**src/rtl/uart_rx_frontend.sv**
```systemverilog
// UART receive front end: 2-flop synchronizer, mid-bit sampling FSM, 8N1 framing.
// Define UART_RX_PARITY_EN to expect one even-parity bit after the data bits (8E1).
module uart_rx_frontend #(
    parameter int CLKS_PER_BIT = 868
) (
    input  logic       clk,
    input  logic       reset_n,
    input  logic       rx,
    output logic       io_data_valid,
    output logic [7:0] io_data_packet,
    output logic       framing_error,
    output logic       parity_error,
    output logic       rx_busy,
    output logic [2:0] state_dbg
);

    localparam logic [15:0] LAST_CNT = 16'(CLKS_PER_BIT - 1);
    localparam logic [15:0] HALF_CNT = 16'(CLKS_PER_BIT / 2);

    typedef enum logic [2:0] {
        IDLE      = 3'd0,
        START     = 3'd1,
        DATA      = 3'd2,
`ifdef UART_RX_PARITY_EN
        PARITY    = 3'd3,
`endif
        STOP      = 3'd4,
        WAIT_IDLE = 3'd5
    } state_t;

    state_t      state_q, state_d;
    logic        rx_meta_q, rx_meta_d;
    logic        rx_s_q, rx_s_d;
    logic [15:0] cnt_q, cnt_d;
    logic [2:0]  bit_idx_q, bit_idx_d;
    logic [7:0]  shift_q, shift_d;
    logic [7:0]  data_q, data_d;
    logic        valid_q, valid_d;
    logic        ferr_q, ferr_d;
    logic        par_ok;
    logic        sample;

`ifdef UART_RX_PARITY_EN
    logic par_bad_q, par_bad_d;
    logic perr_q, perr_d;
    assign par_ok = ~par_bad_q;
`else
    assign par_ok = 1'b1;
`endif

    assign sample = (cnt_q == LAST_CNT);

    always_comb begin
        rx_meta_d = rx;
        rx_s_d    = rx_meta_q;
        state_d   = state_q;
        cnt_d     = cnt_q + 16'd1;
        bit_idx_d = bit_idx_q;
        shift_d   = shift_q;
        data_d    = data_q;
        valid_d   = 1'b0;
        ferr_d    = 1'b0;
`ifdef UART_RX_PARITY_EN
        par_bad_d = par_bad_q;
        perr_d    = 1'b0;
`endif
        case (state_q)
            IDLE: begin
                cnt_d     = 16'd0;
                bit_idx_d = 3'd0;
                if (!rx_s_q) state_d = START;
            end
            START: begin
                // Re-check the line half a bit in; a high line here was only a glitch.
                if (cnt_q == HALF_CNT) begin
                    cnt_d   = 16'd0;
                    state_d = rx_s_q ? IDLE : DATA;
                end
            end
            DATA: begin
                if (sample) begin
                    cnt_d     = 16'd0;
                    shift_d   = {rx_s_q, shift_q[7:1]};
                    bit_idx_d = bit_idx_q + 3'd1;
                    if (bit_idx_q == 3'd7) begin
`ifdef UART_RX_PARITY_EN
                        state_d = PARITY;
`else
                        state_d = STOP;
`endif
                    end
                end
            end
`ifdef UART_RX_PARITY_EN
            PARITY: begin
                if (sample) begin
                    cnt_d     = 16'd0;
                    par_bad_d = rx_s_q ^ (^shift_q);
                    state_d   = STOP;
                end
            end
`endif
            STOP: begin
                if (sample) begin
                    cnt_d = 16'd0;
                    if (rx_s_q) begin
                        state_d = IDLE;
                        if (par_ok) begin
                            valid_d = 1'b1;
                            data_d  = shift_q;
                        end
`ifdef UART_RX_PARITY_EN
                        else perr_d = 1'b1;
`endif
                    end else begin
                        // Low stop bit: report once, then wait out any break.
                        ferr_d  = 1'b1;
                        state_d = WAIT_IDLE;
                    end
                end
            end
            WAIT_IDLE: begin
                cnt_d = 16'd0;
                if (rx_s_q) state_d = IDLE;
            end
            default: state_d = IDLE;
        endcase
    end

    always_ff @(posedge clk) begin
        if (!reset_n) begin
            rx_meta_q <= 1'b1;
            rx_s_q    <= 1'b1;
            state_q   <= IDLE;
            cnt_q     <= 16'd0;
            bit_idx_q <= 3'd0;
            shift_q   <= 8'h00;
            data_q    <= 8'h00;
            valid_q   <= 1'b0;
            ferr_q    <= 1'b0;
`ifdef UART_RX_PARITY_EN
            par_bad_q <= 1'b0;
            perr_q    <= 1'b0;
`endif
        end else begin
            rx_meta_q <= rx_meta_d;
            rx_s_q    <= rx_s_d;
            state_q   <= state_d;
            cnt_q     <= cnt_d;
            bit_idx_q <= bit_idx_d;
            shift_q   <= shift_d;
            data_q    <= data_d;
            valid_q   <= valid_d;
            ferr_q    <= ferr_d;
`ifdef UART_RX_PARITY_EN
            par_bad_q <= par_bad_d;
            perr_q    <= perr_d;
`endif
        end
    end

    assign io_data_valid  = valid_q;
    assign io_data_packet = data_q;
    assign framing_error  = ferr_q;
`ifdef UART_RX_PARITY_EN
    assign parity_error   = perr_q;
`else
    assign parity_error   = 1'b0;
`endif
    assign rx_busy        = (state_q != IDLE);
    assign state_dbg      = state_q;

endmodule

```
**config.mk**
```make
export PLATFORM = sky130hd
export DESIGN_NAME = uart_rx_frontend
export DESIGN_NICKNAME = d
export VERILOG_FILES = /design/src/rtl/uart_rx_frontend.sv
export SDC_FILE = /design/constraint.sdc
export NUM_CORES = 1
export LEC_CHECK = 0
export BUFFER_PORTS_ARGS = -buffer_cell sky130_fd_sc_hd__buf_2
export CELL_PAD_IN_SITES_DETAIL_PLACEMENT = 0
export CELL_PAD_IN_SITES_GLOBAL_PLACEMENT = 2
export CORE_UTILIZATION = 36
export DETAILED_ROUTE_END_ITERATION = 8
export PLACE_DENSITY_LB_ADDON = 0.1
export SLEW_MARGIN = 20
export SYNTH_ARGS = -nofsm -noshare
export SYNTH_HDL_FRONTEND = slang
export SYNTH_SLANG_ARGS = --single-unit
```
**constraint.sdc**
```tcl
create_clock -name clk -period 2.9 [get_ports clk]
set_clock_uncertainty 0.1 [all_clocks]
set_input_delay 0 -clock clk [delete_from_list [all_inputs] [get_ports clk]]
set_output_delay 0 -clock clk [all_outputs]
set_load 0.01 [all_outputs]
```
==> results.md <==
* Effective utilization at floorplan at 37.8%
* Yosys reg bits at 42
* Maximum vdd drop at 0.000188 V
* Yosys top cell area share at 43.3%
* Synth top area cells: dfxtp_1 43%, nand3_1 6.2%, a21oi_1 4.9%
* First-pass iteration count of the detailed router at 4
* Post-synth ARST share at 0%
* Dpl hpwl at 2850 µm
* Final-report hold violation count at 0
* Share of cells above drive strength 1 at 12.8%
* Number of setup buffers added after CTS at 0
* Finished Layout Cells at 304
* Hold Crit Class: reg2reg
* Setup TNS at 0 ns
* Clk_lat worst skew at 0.29 ns
* Synthesized cell area at 0.00194 mm²
* Post-synth EDFFs at 0
* Antenna violations before repair at 0
* Syn avg cell area at 8.79 µm²
* GRT Util Overall at 16.7%
* Period utilization at 79.9%
* # IOs at 18
* Max cap viols at 0
* Gpl congestion at 0.768
* Setup WS pre-CTS at 0.609 ns
* Die extent in x at 75.5 µm
* Core Area at 0.00514 mm²
* Pin count of the biggest net entering global routing at 37
* First-pass GRT wire length at 7130 µm
* CTS tree: done
* Vias in the first global route at 1,521
* Endpoints failing setup at 0
* CP max stage delay at 0.46 ns
* Seq/Total Area, Yosys at 43.3%
* Routed wire length per instance at 14.4 µm
* CP cell instances: ha_1 > and3_1 > nand4_1 > a222oi_1 > buf_4 > nor3_1
* Yosys warns at 0
* Die area at 0.00569 mm²
* Critical path's slowest cell: dfxtp_1
* CTS root buffer: clkbuf_8
* CTS clock-pin slew for the worst setup and hold paths at 0.08 ns
* Final Slew Violations at 0
* Area Growth Syn to Fin at 10.9%
* Net count after synthesis at 229
* Shortest period the worst path allows at 2.32 ns
* Rows at 26
* CTS Buf Count at 5
* ANT cells at 0
* Port-buffer cells at 16
* Worst setup margin at 0.584 ns
* Worst slew margin at 52.0%
* Setup crit end kind: flop
* Initial DRC count at 64
* Detailed-route DRC error count at 0
* RSZ-0062 raised after global routing: no
* Setup CP Type: reg2reg
* Routed WL at 4380 µm
* Max Freq at 432 MHz
* Total clock sinks at 42
* NumNets Final at 242
* Vias per cell at 5.51
* Most frequent cell after synthesis: dfxtp_1
* H-tree levels at 2
* Worst Tran Pin Value at 0.717 ns
* Yosys top cell by area: dfxtp_1
* Synth Instances at 221
* Placed Cells at 294
* Status: finished, final reports clean
* CP startpoint kind: flop
* Ys flop type: dfxtp_1
* Crit path max fanout at 16
* Leakage at 0.749 nW
* Die Y at 75.5 µm
* GRT overflow at 0
* Vias at 1,676
* Synth unique cells at 41
* Top cells by count, synth: 42 x dfxtp_1, 24 x nand3_1, 19 x a21oi_1, 19 x o21ai_0, 15 x nor3_1
* Antenna-violating nets left at 0
* Pwr per Cell Area at 522 mW/mm²
* CP Data Required Time at 2.95 ns
* Clock Tree Buf Depth at 2
* Worst EP arrival at 2.36 ns
[metal layers]
metal	share of wire, %	track usage, %	wire length [µm]
met3	3.7	2.78	161
met5	0	0	0
met4	0.62	8.85	27
met2	44	24.6	1950
met1	51	23.4	2240
[worst paths after layout]
check	from	endpoint	slack, ns	cells past startpoint
setup / recovery	cnt_q[1]	cnt_q[8]	0.58	6
hold / removal	rx_meta_q	rx_s_q	0.32	1
setup reg to reg	cnt_q[1]	cnt_q[8]	0.58	6
hold reg to reg	rx_meta_q	rx_s_q	0.32	1
[metrics by stage]
| step | util (%) | total power, mW | area [µm²] | hold slack [ns] |
|---|---|---|---|---|
| 6_report | 41.9 | 1.13 | 2160 | 0.322 |
| 5_1_grt | 41.9 | 1.18 | 2160 | 0.346 |
| 4_1_cts | 41.9 | 1.14 | 2160 | 0.330 |
| 3_5_place_dp | 39.9 | 0.779 | 2050 | 0.0870 |
| 3_3_place_gp | 39.9 | 0.772 | 2050 | 0.0882 |
| 2_1_floorplan | - | 0.737 | 1940 | 0.00147 |
[cell families (layout without fill, tap and decap cells)]
group / after synthesis / after routing / share of synthesized area [%]
other: 1 / 1 / 0.193
AOI/OAI and AO/OA: 49 / 49 / 14.3
muxes: 3 / 3 / 1.55
buffers and inverters: 19 / 32 / 4.70
DFF: 42 / 42 / 43.3
xor gates and xnor gates: 11 / 11 / 4.96
and+or+nand+nor: 91 / 91 / 27.8
adders and majority gates: 5 / 5 / 3.22
[where the power goes]
part           internal [mW]  switching, mW  total, mW
sequential             0.588         0.0233      0.611
clock                  0.166          0.194      0.360
combinational         0.0602         0.0941      0.154
[timing repair]
item	4_1_cts	5_1_grt
hold buffers	3	0
gates resized for setup	0	0
setup endpoints to repair	0	0
hold endpoints to repair	6	0
[layout by cell type, fill, tap and decap left out, types with 2 or more instances in the layout]
cell type      synthesis  final
nand4_1                7      7
a211oi_1               4      4
nor3b_1                2      2
buf_4                  1      2
or3b_2                 2      2
buf_2                  1     16
clkbuf_1              10      2
o211ai_1               3      3
xor2_1                 7      7
xnor2_1                4      4
and3_1                 3      3
nor2_1                 2      2
and2_1                 4      4
nand2b_1               2      2
clkbuf_8               0      5
o31ai_1                2      2
nand2_1               12     12
dfxtp_1               42     42
and4_1                 3      3
nor4_1                 2      2
a21oi_1               19     19
or3_1                  4      4
mux2i_1                3      3
nand3_1               24     24
nor3_1                15     15
or4_1                  2      2
o21ai_0               19     19
inv_1                  3      3
dlygate4sd3_1          0      3
ha_1                   5      5
[registers in the layout (all words and copies together), names as in the netlist]
signal,flops
cnt_q,16
rx_s_q,1
state_dbg,3
io_data_packet,8
bit_idx_q,3
rx_meta_q,1
shift_q,8
io_data_valid,1
framing_error,1
[cell type report]
class | count | area [µm²]
fill | 546 | 2980
clock buffer | 7 | 76.3
multi-input combinational | 160 | 1010
tap | 70 | 87.6
sequential | 42 | 841
inverter | 4 | 15.0
timing repair buffer | 21 | 125
[worst max-delay path: cells and delay by family, from the launching register on]
family,cells,cell delay (ns)
and+or+nand+nor,3,0.68
DFF,1,0.46
AOI/OAI and AO/OA,1,0.37
adders and majority gates,1,0.28
buffers and inverters,1,0.28
(Power assumes the default switching activity.)
